==> src/rtl/itrx_aib_phy_bsr_seg.sv <==
// AIB JTAG boundary-scan segment: NCH capture/shift cells, parallel update stage, EXTEST output mux.
// Define ITRX_AIB_PHY_BSR_PARITY_EN to add an even-parity cell at the si end of the chain.
module itrx_aib_phy_bsr_seg #(
  parameter int NCH     = 8,
  parameter bit UPD_RST = 1'b0,
  parameter int CW      = $clog2(NCH + 2)
) (
  input  logic           jtag_clkdr,
  input  logic           jtag_rstb,
  input  logic           jtag_scan_en,
  input  logic           jtag_cap_en,
  input  logic           jtag_update,
  input  logic           jtag_mode,
  input  logic [NCH-1:0] d_i,
  input  logic [NCH-1:0] func_i,
  input  logic           si,
  output logic [NCH-1:0] q_o,
  output logic           so,
  output logic [CW-1:0]  shift_cnt_o,
  output logic           shift_done_o,
  output logic           par_err_o
);

`ifdef ITRX_AIB_PHY_BSR_PARITY_EN
  localparam int L = NCH + 1;
`else
  localparam int L = NCH;
`endif

  logic [L-1:0]   sr_reg, sr_next, sr_shift, sr_cap;
  logic [NCH-1:0] upd_reg, upd_next;
  logic [CW-1:0]  cnt_reg, cnt_next;

  // si enters at the top cell; sr[0] is the cell nearest so
  genvar gi;
  generate
    for (gi = 0; gi < L; gi++) begin : g_shift
      if (gi == L - 1) begin : g_head
        assign sr_shift[gi] = si;
      end else begin : g_body
        assign sr_shift[gi] = sr_reg[gi+1];
      end
    end
  endgenerate

`ifdef ITRX_AIB_PHY_BSR_PARITY_EN
  assign sr_cap = {^d_i, d_i};
`else
  assign sr_cap = d_i;
`endif

  always_comb begin
    sr_next  = sr_reg;
    cnt_next = cnt_reg;
    upd_next = upd_reg;
    if (jtag_scan_en) begin
      sr_next = sr_shift;
      if (cnt_reg != CW'(L)) cnt_next = cnt_reg + CW'(1);
    end else begin
      if (jtag_cap_en) begin
        sr_next  = sr_cap;
        cnt_next = '0;
      end
      // Update always sees the pre-edge chain, even when capturing in the same cycle
      if (jtag_update) upd_next = sr_reg[NCH-1:0];
    end
  end

  always_ff @(posedge jtag_clkdr or negedge jtag_rstb) begin
    if (!jtag_rstb) begin
      sr_reg  <= '0;
      upd_reg <= {NCH{UPD_RST}};
      cnt_reg <= '0;
    end else begin
      sr_reg  <= sr_next;
      upd_reg <= upd_next;
      cnt_reg <= cnt_next;
    end
  end

`ifdef ITRX_AIB_PHY_BSR_PARITY_EN
  logic par_err_reg, par_err_next;

  always_comb begin
    par_err_next = par_err_reg;
    if (!jtag_scan_en && jtag_update) par_err_next = (^sr_reg[NCH-1:0]) ^ sr_reg[NCH];
  end

  always_ff @(posedge jtag_clkdr or negedge jtag_rstb) begin
    if (!jtag_rstb) par_err_reg <= 1'b0;
    else            par_err_reg <= par_err_next;
  end

  assign par_err_o = par_err_reg;
`else
  assign par_err_o = 1'b0;
`endif

  generate
    for (gi = 0; gi < NCH; gi++) begin : g_qmux
      assign q_o[gi] = jtag_mode ? upd_reg[gi] : func_i[gi];
    end
  endgenerate

  assign so           = sr_reg[0];
  assign shift_cnt_o  = cnt_reg;
  assign shift_done_o = (cnt_reg == CW'(L));

endmodule

==> config.mk <==
export PLATFORM = sky130hd
export DESIGN_NAME = itrx_aib_phy_bsr_seg
export DESIGN_NICKNAME = d
export VERILOG_FILES = /design/src/rtl/itrx_aib_phy_bsr_seg.sv
export SDC_FILE = /design/constraint.sdc
export NUM_CORES = 1
export LEC_CHECK = 0
export ABC_CLOCK_PERIOD_IN_PS = 1300
export CAP_MARGIN = 15
export CELL_PAD_IN_SITES_DETAIL_PLACEMENT = 2
export CELL_PAD_IN_SITES_GLOBAL_PLACEMENT = 2
export CORE_MARGIN = 10
export CORE_UTILIZATION = 26
export DETAILED_ROUTE_END_ITERATION = 8
export GPL_TIMING_DRIVEN = 0
export PLACE_DENSITY = 0.83
export SLEW_MARGIN = 10
export SYNTH_ARGS = -nofsm -noshare
export SYNTH_HDL_FRONTEND = slang
export SYNTH_SLANG_ARGS = --single-unit
==> constraint.sdc <==
create_clock -name jtag_clkdr -period 1.3 [get_ports jtag_clkdr]
set_input_delay 0.26 -clock jtag_clkdr [delete_from_list [all_inputs] [get_ports jtag_clkdr]]
set_output_delay 0.26 -clock jtag_clkdr [all_outputs]
set_load 0.02 [all_outputs]
==> impl_metrics.csv, run 1 <==
group,metric,value,unit
clock_network,clk_pin_slew_worst_paths,0.09,ns
worst_setup_path,worstPathMaxFanout,3,
yosys,synth.distinct_cells,20,
yosys,synth_xor_area_share,0,%
pwr,finalPower,2.071,mW
worst_setup_path,regToRegEndpoint,"shift_cnt_o[1]",
detailed_routing,num_vias,882,
worst_setup_path,startpoint,"shift_cnt_o[0]",
detailed_routing,drc,0,
placement,pre_cts_slack,-0.4951,ns
timing,finalSetupViolCount,9,
timing,worstMarginPinSlew,0.9576,ns
worst_setup_path,start_kind,"flip-flop",
timing,min_period,1.489,ns
clock_network,cts_made_buffers,3,
pwr,p_seq_share,39.3,%
pwr,p_int,1.429,mW
outcome,violations,"setup timing",
placement,hpwlAfterDp,2266,um
placement,gp_congestion,0.7219,
clock_network,cts.sinks,20,
global_route,grt_pass1_wl,5112,um
worst_setup_path,crit_end,"shift_done_o",
yosys,synth_cells,89,
timing,finalHoldViolations,0,
detailed_routing,drt_wl_total,3848,um
pwr,clockPowerShare,24.3,%
global_route,grt_pass1_vias,937,
timing,fin_setup_tns,-0.4614,ns
worst_setup_path,rr_startpoint,"shift_cnt_o[0]",
yosys,yosysWarnings,0,
pwr,leakage,0.8329,nW
cells_and_area,fillers,382,
global_route,overflow,0,
clock_network,cts_tree,"built",
placement,portBuffers,34,
yosys,synthAdderAreaFrac,2.433,%
clock_network,root_buffer,"clkbuf_8",
run,maxCapViolCount,0,
die,core,0.003744,mm2
pwr,combPwrFrac,36.4,%
global_route,grt_usage,8.848,%
detailed_routing,via_per_inst,4.618,
timing,skew,0.01015,ns
yosys,synth_top_family_by_area,"multiplexers",
timing,grt_setup_unrepaired,"true",
yosys,syn-num-nets,114,
yosys,synth_compound_area_share,7.421,%
die,num_io_pins,38,
yosys,ys_seq_area_share,48.66,%
detailed_routing,wl_per_cell,20.15,um
pwr,p_sw_share,31.00,%
worst_setup_path,reg2reg_depth,8,
timing,post-route-period-util,114.5,%
yosys,avgSynthCellArea,11.56,um2
die,num_rows,22,
yosys,synth-simple-area-share,7.786,%
clock_network,ctsHoldBuffers,0,
detailed_routing,first_iter_violations,19,
pwr,switching_power,0.6420,mW
worst_setup_path,endpoint_kind,"primary output",
yosys,netlist_area,0.001028,mm2
cells_and_area,nets,169,
worst_hold_path,holdCritPathClass,"input pin to async pin",
detailed_routing,drtPass1Iterations,4,
detailed_routing,ant_nets,0,
timing,setup_slack,-0.1891,ns
clock_network,clk-insertion-delay-late,0.27,ns
die,start_util,27.47,%
worst_setup_path,r2r_slack,-0.08,ns
clock_network,ctsLongestPathBuffers,2,
global_route,antenna_found_initial,0,
global_route,globalRouteMet3Util,2.832,%
global_route,top_usage_layer,"met2",
global_route,grt_max_degree,21,
cells_and_area,drive_above_1_share,41.96,%
timing,final_max_slew_viol_count,0,
outcome,status,"complete, but fails checks",
pwr,p_per_area,1262,mW/mm2
yosys,yosys_register_bits,20,
worst_setup_path,arrival,1.23,ns
timing,slew_headroom,36.05,%
yosys,synthMuxAreaShare,28.22,%
global_route,grt_use_met2,15.50,%
pwr,ir_drop,0.3603,mV
timing,fmax,0.6715,GHz
cells_and_area,layoutNonFillerInstCount,191,
global_route,grt.met1_usage,10.00,%
cells_and_area,areaGrowthSynthToFinish,59.61,%
die,die_w,82.90,um
worst_setup_path,worstSetupPathType,"flip-flop to primary output",
placement,placed_cells,171,
die,die_area,0.006872,mm2
die,fp.dieH,82.90,um
clock_network,cts_max_level,1,
cells_and_area,diodes,0,
worst_setup_path,critPathRequiredTime,1.04,ns
## worst max-delay path, stage by stage (launching register included)
cell and delay [ns]:
dfrtp_2 0.44, inv_4 0.07, ha_4 0.12, nand3b_1 0.12, inv_2 0.09, buf_6 0.11
## through the flow
stage / area, um2 / utilization, % / hold WS (ns)
2_1_floorplan: 1031 / - / -0.03559
3_3_place_gp: 1431 / 38.24 / 0.4939
3_5_place_dp: 1431 / 38.24 / 0.4975
4_1_cts: 1567 / 41.84 / 0.4908
5_1_grt: 1642 / 43.85 / 0.1943
6_report: 1642 / 43.85 / 0.1259
## placed cells by master (no fill, tap or decap), types with 2 or more instances in the layout
| master | Yosys | final |
|---|---|---|
| dfrtp_1 | 20 | 18 |
| buf_4 | 1 | 17 |
| mux2_4 | 8 | 16 |
| o21ai_0 | 12 | 11 |
| buf_6 | 1 | 10 |
| dlygate4sd2_1 | 0 | 10 |
| clkdlybuf4s50_1 | 0 | 10 |
| nand2_1 | 9 | 9 |
| mux2i_1 | 8 | 8 |
| buf_2 | 3 | 5 |
| clkbuf_8 | 0 | 4 |
| nand3_1 | 3 | 3 |
| inv_2 | 0 | 2 |
| nand3b_1 | 2 | 2 |
| dfrtp_2 | 0 | 2 |
## synth_stat cells (all sizes together)
cell type,count,area share (%)
o21ai,12,5.8
nand3b,2,1.5
inv,4,1.5
mux2i,8,7.8
a21oi,2,0.97
nand2b,1,0.61
ha,2,2.4
buf,5,3.3
conb,1,0.36
mux2,16,20
nand3,3,1.5
o22ai,1,0.61
nand2,9,3.3
dfrtp,20,49
nor2b,1,0.61
clkbuf,1,0.36
nor2,1,0.36
## layout make-up
type	count	area [um2]	share of cell area, %
buffer	6	37.54	2.287
clock buffer	4	55.05	3.354
inverter	4	17.52	1.067
multi-input combinational	59	521.8	31.78
sequential	20	503.0	30.64
tap	48	60.06	3.659
timing repair buffer	50	446.7	27.21
## worst min path at each step
stage                      to         from  slack, ns
2_1_floorplan  shift_cnt_o[0]    jtag_rstb      -0.04
3_3_place_gp        sr_reg[5]    sr_reg[6]       0.49
3_5_place_dp       upd_reg[3]   upd_reg[3]       0.50
4_1_cts             sr_reg[2]  jtag_cap_en       0.49
5_1_grt            upd_reg[0]    jtag_rstb       0.19
6_report           upd_reg[3]    jtag_rstb       0.13
## cell families (layout without fill, tap and decap cells)
family / after synthesis / in the layout
multiplexers: 24 / 24
AND/OR/NAND/NOR: 17 / 17
buffers and inverters: 10 / 64
AO/OA/AOI/OAI: 15 / 15
flip-flops: 20 / 20
adder cells (fa/ha/maj): 2 / 2
other: 1 / 1
## what timing repair did
item | 4_1_cts | 5_1_grt
gates resized for setup | 85 | 9
buffers inserted | 8 | 8
endpoints found under the setup margin | 23 | 16
## power by group through the flow
stage / clock network (mW) / registers (mW) / logic (mW)
5_1_grt: 0.531 / 0.829 / 0.813
3_5_place_dp: 0 / 0.823 / 0.564
6_report: 0.504 / 0.813 / 0.754
3_3_place_gp: 0 / 0.813 / 0.539
4_1_cts: 0.478 / 0.802 / 0.651
2_1_floorplan: 0 / 0.822 / 0.288
## layer usage
layer | share of wire, % | up-vias
met5 | 0 | -
met1 | 38 | 439
met3 | 5.1 | 2
met2 | 57 | 30
met4 | 0.60 | 0
li1 | - | 411
Power figures use the tool's default switching activity.
==> run 2, diff against run 1 <==
--- a/config.mk
+++ b/config.mk
@@ -11,6 +11,7 @@
 export CELL_PAD_IN_SITES_GLOBAL_PLACEMENT = 2
 export CORE_MARGIN = 10
 export CORE_UTILIZATION = 26
+export CTS_CLUSTER_SIZE = 24
 export DETAILED_ROUTE_END_ITERATION = 8
 export GPL_TIMING_DRIVEN = 0
 export PLACE_DENSITY = 0.83
==> results of run 2 <==
The final DEF is identical to that of run 1; final timing and power are the same.
==> run 3, diff against run 2 <==
--- a/config.mk
+++ b/config.mk
@@ -14,7 +14,9 @@
 export CTS_CLUSTER_SIZE = 24
 export DETAILED_ROUTE_END_ITERATION = 8
 export GPL_TIMING_DRIVEN = 0
+export MAX_ROUTING_LAYER = met4
 export PLACE_DENSITY = 0.83
+export SETUP_SLACK_MARGIN = 0.1
 export SLEW_MARGIN = 10
 export SYNTH_ARGS = -nofsm -noshare
 export SYNTH_HDL_FRONTEND = slang
==> run 3 against run 2 <==
The run still ends with setup timing left. Critical path type unchanged. Worst setup slack worse by 0.0065 ns. Power rose by 1.9%. Sequential share of layout area down 1.3 points. Wire length grew 6.6%. Die area did not move. Largest cell class unchanged. Highest routed layer unchanged. Worst hold slack better by 0.14 ns. Cell area is 4.4% higher. Final cell count is 3.1% higher. Clock skew fell by 0.0072 ns. Utilization rose by 1.9 points. Flip-flop and latch count unchanged.
==> impl_metrics.csv, run 3 (synthesized netlist as in run 1, its figures left out) <==
group,metric,value,unit
pwr,leakage,0.8634,nW
pwr,ir_drop,0.4009,mV
global_route,grt_max_degree,21,
detailed_routing,num_vias,917,
timing,grt_setup_unrepaired,"true",
pwr,switching_power,0.6548,mW
die,num_io_pins,38,
pwr,p_sw_share,31.04,%
cells_and_area,drive_above_1_share,48.32,%
global_route,grt_pass1_wl,6009,um
placement,gp_congestion,0.7263,
die,start_util,27.47,%
detailed_routing,drt_wl_total,4102,um
timing,min_period,1.496,ns
placement,portBuffers,34,
cells_and_area,regArea,503.0,um2
clock_network,ctsHoldBuffers,0,
worst_setup_path,start_kind,"flip-flop",
pwr,p_per_area,1231,mW/mm2
clock_network,clk_pin_slew_worst_paths,0.08,ns
global_route,antenna_found_initial,0,
global_route,overflow,0,
clock_network,cts_tree,"built",
global_route,grt_pass1_vias,1050,
pwr,combPwrFrac,41.1,%
detailed_routing,drtPass1Iterations,4,
timing,worstMarginPinSlew,0.9688,ns
detailed_routing,ant_nets,0,
worst_setup_path,arrival,1.24,ns
outcome,violations,"setup timing",
cells_and_area,final_common_cell,"buf_4",
die,die_area,0.006872,mm2
clock_network,cts.sinks,20,
placement,placed_area,0.001435,mm2
clock_network,cts_made_buffers,3,
timing,slew_headroom,35.41,%
cells_and_area,diodes,0,
detailed_routing,wl_per_cell,20.82,um
cells_and_area,finalInstanceArea,0.001714,mm2
worst_setup_path,critPathRequiredTime,1.04,ns
worst_setup_path,worstPathMaxFanout,2,
clock_network,cts_max_level,1,
cells_and_area,multiInputGateArea,546.8,um2
pwr,clockPowerShare,20.5,%
timing,skew,0.002974,ns
placement,hpwlAfterDp,2463,um
die,num_rows,22,
cells_and_area,areaGrowthSynthToFinish,66.67,%
detailed_routing,first_iter_violations,24,
worst_setup_path,endpoint_kind,"primary output",
die,fp.dieH,82.90,um
cells_and_area,fillers,398,
die,die_w,82.90,um
timing,fin_setup_tns,-0.4123,ns
timing,post-route-period-util,115.0,%
detailed_routing,via_per_inst,4.655,
die,core,0.003744,mm2
detailed_routing,drc,0,
global_route,grt_usage,10.77,%
clock_network,clk-insertion-delay-late,0.26,ns
cells_and_area,nets,175,
cells_and_area,mostFrequentLayoutCells,"buf_4 (21), dfrtp_1 (18), mux2_4 (16)",
clock_network,root_buffer,"clkbuf_8",
timing,setup_slack,-0.1956,ns
outcome,status,"complete, but fails checks",
timing,final_max_slew_viol_count,0,
worst_setup_path,worstSetupPathType,"flip-flop to primary output",
timing,finalSetupViolCount,9,
worst_hold_path,holdCritPathClass,"input pin to async pin",
clock_network,ctsLongestPathBuffers,2,
pwr,p_int,1.455,mW
timing,finalHoldViolations,0,
timing,fmax,0.6686,GHz
pwr,p_seq_share,38.4,%
run,maxCapViolCount,0,
[run 3: worst paths after layout]
kind / from / endpoint / slack [ns] / depth (start not counted)
max in group asynchronous: jtag_rstb / shift_cnt_o[0] / 0.38 / 1
max: shift_cnt_o[0] / shift_done_o / -0.20 / 5
min in group jtag_clkdr: jtag_cap_en / sr_reg[7] / 0.49 / 3
min: jtag_rstb / upd_reg[2] / 0.27 / 1
min reg2reg: upd_reg[2] / upd_reg[2] / 0.53 / 1
max reg2reg: shift_cnt_o[0] / shift_cnt_o[0] / -0.07 / 8
[run 3: through the flow]
stage                     setup slack [ns]  hold slack [ns]  util (%)  cells  total power [mW]
after floorplan                     0.1049         -0.03559         -     89             1.112
final                              -0.1956           0.2669     45.79    197             2.110
after global placement             -0.4152           0.4888     38.34    171             1.355
after CTS                          -0.1593           0.2744     44.39    191             2.003
after detailed placement           -0.4675           0.4963     38.34    171             1.392
after global routing               -0.2572           0.3246     45.79    197             2.228
[run 3: repair_timing]
action                     in CTS  in global routing
setup endpoints to repair      34                 24
gates resized for setup       104                 10
setup buffers                  18                  8
pin swaps                       4                  2
gates cloned                    0                  0
[run 3: cell type report]
cell class | instances | share of cell area, %
plain buffers | 6 | 2.263
flip-flops and latches | 20 | 29.34
multi-input cells | 59 | 31.90
clock buffers | 4 | 2.628
repair buffers | 56 | 29.49
well taps | 48 | 3.504
inverters | 4 | 0.8759
[run 3: worst max-delay path, stage by stage, from the launching register on]
cell and delay (ns):
dfrtp_2 0.42, inv_2 0.09, ha_4 0.12, nand3b_1 0.12
inv_2 0.10, buf_6 0.12
[run 3: layer usage]
layer | share of wire, % | GRT usage [%] | vias up | wire length, um
li1 | - | - | 424 | -
met1 | 42 | 12.26 | 464 | 1710
met2 | 54 | 18.51 | 27 | 2199
met3 | 4.4 | 2.734 | 2 | 180
met4 | 0.29 | 2.308 | 0 | 12
met5 | 0 | - | - | 0
[run 3: power by group through the flow]
stage / sequential (mW) / clock, mW / combinational (mW)
floorplan: 0.823 / 0 / 0.289
global placement: 0.813 / 0 / 0.541
detailed placement: 0.825 / 0 / 0.567
CTS: 0.799 / 0.428 / 0.776
global route: 0.828 / 0.467 / 0.933
finish: 0.810 / 0.432 / 0.868
